--- src/rtl/snake_video_compositor.sv ---
// Snake game pixel compositor and VGA output stage: layer priority merge, mode effects, aligned sync/colour pipeline.
// Optional line darkening is enabled by defining SNAKE_COMP_SCANLINE_EN.
module snake_video_compositor #(
    parameter int unsigned COLOR_W         = 4,
    parameter int unsigned LAYERS          = 3,
    parameter int unsigned PIPE            = 2,
    parameter int unsigned FLASH_PERIOD    = 15,
    parameter int unsigned FLASH_COUNT     = 3,
    parameter int unsigned SYNC_ACTIVE_LOW = 1
) (
    input  logic                          clk,
    input  logic                          reset,
    input  logic                          pix_en,
    input  logic                          hsync_in,
    input  logic                          vsync_in,
    input  logic                          de_in,
    input  logic [LAYERS-1:0]             layer_hit,
    input  logic [LAYERS*3*COLOR_W-1:0]   layer_rgb,
    input  logic [3*COLOR_W-1:0]          bg_rgb,
    input  logic [3*COLOR_W-1:0]          over_rgb,
    input  logic [1:0]                    mode,
    output logic                          vga_hsync,
    output logic                          vga_vsync,
    output logic [COLOR_W-1:0]            vga_r,
    output logic [COLOR_W-1:0]            vga_g,
    output logic [COLOR_W-1:0]            vga_b,
    output logic                          frame_tick,
    output logic [1:0]                    state_o
);

    localparam int unsigned RGB_W = 3 * COLOR_W;
    localparam int unsigned FR_W  = 8;
    localparam int unsigned FL_W  = 4;
    localparam logic SYNC_IDLE    = (SYNC_ACTIVE_LOW != 0);

    localparam logic [1:0] ST_PLAY  = 2'b00;
    localparam logic [1:0] ST_PAUSE = 2'b01;
    localparam logic [1:0] ST_FLASH = 2'b10;
    localparam logic [1:0] ST_HOLD  = 2'b11;

    logic [1:0]      state, state_n;
    logic [FR_W-1:0] frame_ctr, frame_ctr_n;
    logic [FL_W-1:0] flash_ctr, flash_ctr_n, flash_inc;
    logic            phase, phase_n;
    logic            vs_prev;
    logic            vs_act, frame_start;
    logic            mode_play, mode_pause, mode_over;

    logic [RGB_W-1:0] base_rgb, fx_rgb, pix_rgb;
    logic [RGB_W-1:0] pipe_rgb [PIPE];
    logic [PIPE-1:0]  pipe_hs, pipe_vs;

    function automatic logic [RGB_W-1:0] halve(input logic [RGB_W-1:0] c);
        logic [RGB_W-1:0] res;
        for (int ch = 0; ch < 3; ch++) begin
            res[ch*COLOR_W +: COLOR_W] = c[ch*COLOR_W +: COLOR_W] >> 1;
        end
        return res;
    endfunction

    assign vs_act      = vsync_in ^ SYNC_IDLE;
    assign frame_start = pix_en & vs_act & ~vs_prev;
    assign mode_play   = (mode == 2'b00);
    assign mode_pause  = (mode == 2'b01);
    assign mode_over   = mode[1];
    assign flash_inc   = flash_ctr + FL_W'(1);

    // vs_prev resets to "active" so a vsync already held active is not taken as a frame start
    always_ff @(posedge clk) begin
        if (reset) begin
            state      <= ST_PLAY;
            frame_ctr  <= '0;
            flash_ctr  <= '0;
            phase      <= 1'b0;
            vs_prev    <= 1'b1;
            frame_tick <= 1'b0;
        end else begin
            state      <= state_n;
            frame_ctr  <= frame_ctr_n;
            flash_ctr  <= flash_ctr_n;
            phase      <= phase_n;
            frame_tick <= frame_start;
            if (pix_en) begin
                vs_prev <= vs_act;
            end
        end
    end

    always_comb begin
        state_n     = state;
        frame_ctr_n = frame_ctr;
        flash_ctr_n = flash_ctr;
        phase_n     = phase;
        if (frame_start) begin
            case (state)
                ST_PLAY, ST_PAUSE: begin
                    if (mode_over) begin
                        state_n     = ST_FLASH;
                        frame_ctr_n = '0;
                        flash_ctr_n = '0;
                        phase_n     = 1'b0;
                    end else if (mode_pause) begin
                        state_n = ST_PAUSE;
                    end else begin
                        state_n = ST_PLAY;
                    end
                end
                ST_FLASH: begin
                    if (mode_play) begin
                        state_n     = ST_PLAY;
                        frame_ctr_n = '0;
                        flash_ctr_n = '0;
                        phase_n     = 1'b0;
                    end else if (frame_ctr == FR_W'(FLASH_PERIOD - 1)) begin
                        frame_ctr_n = '0;
                        phase_n     = ~phase;
                        // a full flash cycle completes when phase falls back to 0
                        if (phase) begin
                            flash_ctr_n = flash_inc;
                            if (flash_inc == FL_W'(FLASH_COUNT)) begin
                                state_n = ST_HOLD;
                            end
                        end
                    end else begin
                        frame_ctr_n = frame_ctr + FR_W'(1);
                    end
                end
                default: begin
                    if (mode_play) begin
                        state_n     = ST_PLAY;
                        frame_ctr_n = '0;
                        flash_ctr_n = '0;
                        phase_n     = 1'b0;
                    end
                end
            endcase
        end
    end

    // Lowest-index covered layer wins, background otherwise
    always_comb begin
        base_rgb = bg_rgb;
        for (int i = int'(LAYERS) - 1; i >= 0; i--) begin
            if (layer_hit[i]) begin
                base_rgb = layer_rgb[i*RGB_W +: RGB_W];
            end
        end
    end

    always_comb begin
        fx_rgb = base_rgb;
        case (state)
            ST_PAUSE: fx_rgb = halve(base_rgb);
            ST_FLASH: fx_rgb = phase ? over_rgb : base_rgb;
            ST_HOLD:  fx_rgb = over_rgb;
            default:  fx_rgb = base_rgb;
        endcase
    end

`ifdef SNAKE_COMP_SCANLINE_EN
    logic hs_prev;
    logic line_odd;
    logic hs_act;

    assign hs_act = hsync_in ^ SYNC_IDLE;

    always_ff @(posedge clk) begin
        if (reset) begin
            hs_prev  <= 1'b1;
            line_odd <= 1'b0;
        end else if (pix_en) begin
            hs_prev <= hs_act;
            if (frame_start) begin
                line_odd <= 1'b0;
            end else if (hs_act && !hs_prev) begin
                line_odd <= ~line_odd;
            end
        end
    end

    assign pix_rgb = de_in ? (line_odd ? halve(fx_rgb) : fx_rgb) : '0;
`else
    assign pix_rgb = de_in ? fx_rgb : '0;
`endif

    // Colour is de-qualified before entering the delay line, so stages only carry rgb and syncs
    always_ff @(posedge clk) begin
        if (reset) begin
            for (int i = 0; i < int'(PIPE); i++) begin
                pipe_rgb[i] <= '0;
                pipe_hs[i]  <= SYNC_IDLE;
                pipe_vs[i]  <= SYNC_IDLE;
            end
        end else if (pix_en) begin
            pipe_rgb[0] <= pix_rgb;
            pipe_hs[0]  <= hsync_in;
            pipe_vs[0]  <= vsync_in;
            for (int i = 1; i < int'(PIPE); i++) begin
                pipe_rgb[i] <= pipe_rgb[i-1];
                pipe_hs[i]  <= pipe_hs[i-1];
                pipe_vs[i]  <= pipe_vs[i-1];
            end
        end
    end

    assign vga_hsync = pipe_hs[PIPE-1];
    assign vga_vsync = pipe_vs[PIPE-1];
    assign vga_r     = pipe_rgb[PIPE-1][RGB_W-1 -: COLOR_W];
    assign vga_g     = pipe_rgb[PIPE-1][2*COLOR_W-1 -: COLOR_W];
    assign vga_b     = pipe_rgb[PIPE-1][COLOR_W-1:0];
    assign state_o   = state;

endmodule

--- config.mk ---
export PLATFORM = sky130hd
export DESIGN_NAME = snake_video_compositor
export DESIGN_NICKNAME = d
export VERILOG_FILES = /design/src/rtl/snake_video_compositor.sv
export SDC_FILE = /design/constraint.sdc
export NUM_CORES = 1
export LEC_CHECK = 0
export ABC_AREA = 1
export CAP_MARGIN = 10
export CORE_MARGIN = 1
export CORE_UTILIZATION = 48
export CTS_CLUSTER_DIAMETER = 200
export CTS_CLUSTER_SIZE = 8
export DETAILED_ROUTE_END_ITERATION = 8
export MAX_ROUTING_LAYER = met4
export PLACE_DENSITY = 0.79
export SLEW_MARGIN = 20
export SYNTH_ARGS = -nofsm -noshare
export SYNTH_HDL_FRONTEND = slang
export SYNTH_SLANG_ARGS = --single-unit
--- constraint.sdc ---
create_clock -name clk -period 1.7 [get_ports clk]
set_clock_uncertainty 0.15 [all_clocks]
set_input_delay 0.17 -clock clk [delete_from_list [all_inputs] [get_ports clk]]
set_output_delay 0.17 -clock clk [all_outputs]
set_load 0.03 [all_outputs]
# Yosys cells after proc, flatten, opt, wreduce, memory -nomap -nowiden
# Memory sizes are Yosys's and may differ from the RTL's.
# Cells that the tools add are included.
# word_totals
n_memories	1
regBits	21
word_cells	73
mem_bits_rw	24
out_inout_bits	17
# op_classes
muxes	37
n_addsub	2
n_reduce_logical	8
n_eq_ne	10
bitwise	7
# mem_list
memory	depth	word_bits	rd	rd_ports_with_merged_regs	write_ports	line	rtl
pipe_rgb	2	12	2	0	2	50	logic [RGB_W-1:0] pipe_rgb [PIPE];
# op_table
operator	n
2-to-1 mux 12 bit	7
one-hot mux 12 bit (3 select lines)	1
2-to-1 mux 8 bit	4
2-to-1 mux 4 bit	5
one-hot mux 8 bit (2 select lines)	1
2-to-1 mux 2 bit	6
2-to-1 mux 1 bit	10
AND reduction 5 bit	2
!= test 3 bit, second input constant	3
adder 8 x 1 -> 8 bit, second input constant	1
equality test 8 x 4 -> 1 bit, second input constant	1
one-hot mux 4 bit (2 select lines)	1
adder 4 x 1 -> 4 bit, second input constant	1
equality test 2 x 1 -> 1 bit, second input constant	2
equality test 2 bit, second input constant	2
equality test 4 x 2 -> 1 bit, second input constant	1
logical NOT 2 bit	2
one-hot mux 2 bit (2 select lines)	1
AND reduction 4 bit	1
NOT 1 bit	3
AND reduction 3 bit	1
nonzero test 3 bit	1
AND 1 bit	2
!= test 2 bit, second input constant	1
other kinds (3)	4

# Longest topological paths before layout
# depth
ltp_word	7
mapped_depth	11
depth_no_buf	10

# Worst setup path before layout
# No wires, ideal clock.
# synth_timing
path_kind	flip-flop to flip-flop
startpoint	reg state[0] (netlist: state_o[0])
endpoint	mem pipe_rgb[0][0] (netlist name) (data pin)
setup_time_ns	0.256
arrival_time_ns	1.234
setup_slack_ns	0.060
n_path_buf	2
t_required_ns	1.294
path_stages_with_launch	8
synth_period_minus_slack_ns	1.640
path_cell_list	dfxtp_1 buf_6 inv_2 nand2_2 clkbuf_1 a21oi_1 nand2_1 a21oi_1
# synth_lines
item	line	rtl
start, declared	41	logic [1:0] state, state_n;
start signal, assigned	78	state <= state_n;
end, declared	50	

# Final worst setup path
# layout_timing
startpoint	reg pipe_vs[1]
endpoint	out vga_vsync
# layout_lines
item	line	rtl
start, declared	51	logic [PIPE-1:0] pipe_hs, pipe_vs;
start signal, assigned by index	201	pipe_vs[i] <= pipe_vs[i-1];
end, declared	23	output logic vga_vsync,
# No word-level cell between the ends.

==> impl_results.md <==
- # placed instances: 598
- Global Route Usage Sum: 0.230
- Initial antenna violation count: 0
- Reg area: 1140 um^2
- Core box area: 5920 um^2
- Ratio of routed vias to standard cells: 4.96
- Critical setup path kind: reg2out
- Boundary pin count: 88
- Final wirelength: 6960 um
- Clock period minus final worst setup slack: 1.62 ns
- Number of nets still failing antenna checks after routing: 0
- Number of clock sinks: 45
- Worst setup SP type: flip-flop
- Buffers plus inverters on the worst setup path: 1
- Final worst path period share: 0.952
- Mapped cell area: 2960 um^2
- Clock power frac: 0.273
- Initial DRC Count: 158
- Total gr overflow: 0
- Finished Core Util: 0.688
- Pwr Total: 2.45 mW
- TritonCTS clock tree: done
- Cell-internal power: 1.78 mW
- Clock tree buffer depth: 2
- Worst-Skew Late Latency: 0.29 ns
- CP max-delay cell: sky130_fd_sc_hd__clkdlybuf4s50_1
- Clock slew seen by the registers of the worst setup and hold paths: 0.09 ns
- Number of remaining DRC errors: 0
- Net switching fraction of the power: 0.273
- Min-Delay Path Class: reg2reg
- Multi-input gate area: 1410 um^2
- Area of the die: 6490 um^2
- Number of H-tree branching levels: 2
- Max-cap check violation count: 0
- Depth of the most critical reg-to-reg path: 8
- Instance count of the mapped netlist: 435
- Power dissipated by switching net loads: 669 uW
- CP arrival: 1.30 ns
- Ratio of cells with drive above 1 in the final layout: 0.115
- Library cell with the largest summed area after synthesis: sky130_fd_sc_hd__edfxtp_1
- P per Cell Area: 601 nW/um^2
- Termination of the worst setup path: vga_vsync
- Diodes inserted: 0
- Result of the run: finished, final reports clean
- Width of the chip: 80.6 um
- Placement row count: 28
- Setup repair after global routing missed its margin: no
- Share of async-settable or async-resettable flops after synthesis: 0
- Final GP Congestion: 0.934
- Synthesized area divided by synthesized cell count: 6.81 um^2
- Total length of routed met3 wires: 409 um
- Cell at the root of the clock tree: sky130_fd_sc_hd__clkbuf_8
- Reported leakage power: 1.87 nW
- Starting Density: 0.500
- Number of synthesized flops with an enable pin: 24
- Wire length of the first global-routing pass: 11400 um
- Syn Nets: 510
- Fillers: 534
- Number of synthesized register bits: 45
- Part of the power in combinational logic: 0.232
- Slew @ Worst Pin: 0.376 ns
- Number of port buffers: 87
- Crit path from: pipe_vs[1]
- Number of non-filler instances in the completed layout: 606
- Number of buffers created by CTS: 5
- Most used DFF post-synth: sky130_fd_sc_hd__edfxtp_1
- Synth unique cells: 31
- R2r endpoint: state_o[0]
- Average detailed-routed wire length per instance: 11.5 um
- Dominant cells by area after synthesis: sky130_fd_sc_hd__edfxtp_1, sky130_fd_sc_hd__nand2_1, sky130_fd_sc_hd__dfxtp_1
- Final net count: 605
- Area growth, synth to finish: 37.5%
- Portion of synthesized cell area occupied by the leading cell type: 0.243
- Required time reported for the critical path endpoint: 1.38 ns
- Count of vias placed by the detailed router: 3003
- Cell-by-cell trace of the critical path: clkdlybuf4s50_1
- Metal2 WL: 3340 um
- Number of setup violations in the final report: 0
- Overall die height: 80.6 um
- Worst supply voltage drop on vdd: 0.000367 V
- Normalized max-slew margin: 0.749
- Reg-to-reg critical path startpoint: frame_ctr[0]
- Number of hold buffers added after cts: 0
- Number of hold violations in the final report: 0
- Yosys warning count: 0
- First-pass iteration count of the detailed router: 5
- Highest Signal Layer: met4
- Logic depth of the worst path, buffers included: 1
- Highest cell delay on the worst timing path: 0.67 ns
- CP max FO: 2
- Share of synthesized area occupied by flip-flops and latches: 0.385
- Achievable clock frequency: 618 MHz
- R2R Setup Slk: 0.11 ns
- Category of the worst setup path capture point: output pin
- Met1 Wirelength: 3100 um
- Vias in the first global route: 2744
- Family with the most delay on the worst path: buffers and inverters
- Pins over their slew limit: 0
- Maximum number of pins on one net before global-route repair: 25
- DP HPWL: 5530 um
- Part of the total power dissipated in sequential elements: 0.495
==> power groups by stage <==
| stage | clock, mW | combinational, mW | sequential, mW |
|---|---|---|---|
| 5_1_grt | 0.733 | 0.623 | 1.22 |
| 3_3_place_gp | 0 | 0.556 | 1.23 |
| 4_1_cts | 0.685 | 0.567 | 1.21 |
| 6_report | 0.667 | 0.568 | 1.21 |
| 2_1_floorplan | 0 | 0.293 | 1.24 |
| 3_5_place_dp | 0 | 0.565 | 1.24 |
==> stage by stage <==
step | setup slack [ns] | area, um^2 | setup TNS (ns) | hold WS (ns)
after floorplan | 0.0602 | 2960 | 0 | 0.0891
after global placement | -0.0984 | 3980 | -1.10 | 0.293
after detailed placement | -0.134 | 3980 | -1.91 | 0.304
after CTS | 0.0616 | 4070 | 0 | 0.315
after global routing | 0.00913 | 4070 | 0 | 0.348
final | 0.0808 | 4070 | 0 | 0.315
==> Yosys cell counts, types with 6 or more instances <==
cell type and instances:
sky130_fd_sc_hd__nor2_1 44, sky130_fd_sc_hd__or2_2 9, sky130_fd_sc_hd__a21oi_1 45, sky130_fd_sc_hd__o211ai_1 11
sky130_fd_sc_hd__nand2_1 134, sky130_fd_sc_hd__clkbuf_1 6, sky130_fd_sc_hd__o21ai_0 18, sky130_fd_sc_hd__dfxtp_1 21
sky130_fd_sc_hd__edfxtp_1 24, sky130_fd_sc_hd__inv_1 61, sky130_fd_sc_hd__nand3_1 11, sky130_fd_sc_hd__buf_4 13
==> routing by layer <==
metal	up-vias	global-route usage
met5	-	-
met1	1297	0.285
li1	1552	-
met4	0	0.0679
met3	17	0.0261
met2	137	0.392
==> registers in the layout, indices dropped and copies added, names as in the netlist <==
register    count
pipe_rgb       24
vs_prev         1
state_o         2
frame_ctr       8
pipe_hs         2
phase           1
flash_ctr       4
pipe_vs         2
frame_tick      1
==> cell families after synthesis <==
group	count (synthesis)	share of synthesized area
fa+ha+maj	4	0.0169
buf+inv	92	0.139
flops	45	0.385
simple gates	217	0.315
compound gates	77	0.144
==> cell type report <==
class                           instances  area share
Clock buffer                            5      0.0169
Sequential cell                        45       0.280
Tap cell                               75      0.0230
Clock inverter                          3     0.00522
Timing Repair Buffer                  114       0.266
Inverter                               66      0.0621
Multi-Input combinational cell        298       0.347
==> repair_timing <==
| item | in CTS | in global routing |
|---|---|---|
| endpoints found under the setup margin | 1 | 4 |
| setup buffers | 0 | 0 |
| gates resized for setup | 1 | 2 |
==> layout by cell type (no fill, tap or decap) <==
cell type / netlist / routed
sky130_fd_sc_hd__inv_1: 61 / 61
sky130_fd_sc_hd__clkinvlp_4: 0 / 1
sky130_fd_sc_hd__o211ai_1: 11 / 11
sky130_fd_sc_hd__dfxtp_2: 0 / 1
sky130_fd_sc_hd__inv_4: 2 / 2
sky130_fd_sc_hd__nand2_4: 3 / 3
sky130_fd_sc_hd__nand2_2: 2 / 2
sky130_fd_sc_hd__clkbuf_8: 0 / 5
sky130_fd_sc_hd__o21ai_4: 1 / 1
sky130_fd_sc_hd__o21ai_0: 18 / 17
sky130_fd_sc_hd__o22a_1: 1 / 1
sky130_fd_sc_hd__dfxtp_1: 21 / 20
sky130_fd_sc_hd__clkinv_2: 0 / 1
sky130_fd_sc_hd__nand4_1: 3 / 3
sky130_fd_sc_hd__nor3_1: 4 / 4
sky130_fd_sc_hd__inv_6: 0 / 1
sky130_fd_sc_hd__or2_2: 9 / 9
sky130_fd_sc_hd__nand3_4: 1 / 1
sky130_fd_sc_hd__a21oi_1: 45 / 45
sky130_fd_sc_hd__nand2_1: 134 / 134
sky130_fd_sc_hd__buf_4: 13 / 27
sky130_fd_sc_hd__dlygate4sd2_1: 0 / 1
sky130_fd_sc_hd__ha_1: 4 / 4
sky130_fd_sc_hd__nor2_2: 2 / 2
sky130_fd_sc_hd__clkinv_1: 2 / 2
sky130_fd_sc_hd__nor2_4: 2 / 2
sky130_fd_sc_hd__edfxtp_1: 24 / 24
sky130_fd_sc_hd__nand3_2: 1 / 1
sky130_fd_sc_hd__nor2_1: 44 / 44
sky130_fd_sc_hd__clkdlybuf4s50_1: 0 / 85
sky130_fd_sc_hd__or2_0: 1 / 1
sky130_fd_sc_hd__buf_12: 0 / 1
sky130_fd_sc_hd__o21ai_1: 1 / 2
sky130_fd_sc_hd__inv_2: 1 / 1
sky130_fd_sc_hd__nand3_1: 11 / 11
==> worst min path at each step <==
| stage | cells after the start | startpoint | slack, ns | endpoint |
|---|---|---|---|---|
| finish | 2 | pipe_hs[0] | 0.32 | pipe_hs[0] |
| floorplan | 1 | reset | 0.09 | flash_ctr[1] |
| CTS | 3 | hsync_in | 0.32 | pipe_hs[0] |
| global route | 2 | pipe_hs[0] | 0.35 | pipe_hs[1] |
| detailed placement | 2 | pipe_hs[0] | 0.30 | pipe_hs[0] |
| global placement | 2 | pipe_hs[0] | 0.29 | pipe_hs[1] |
Power figures use the tool's default switching activity.
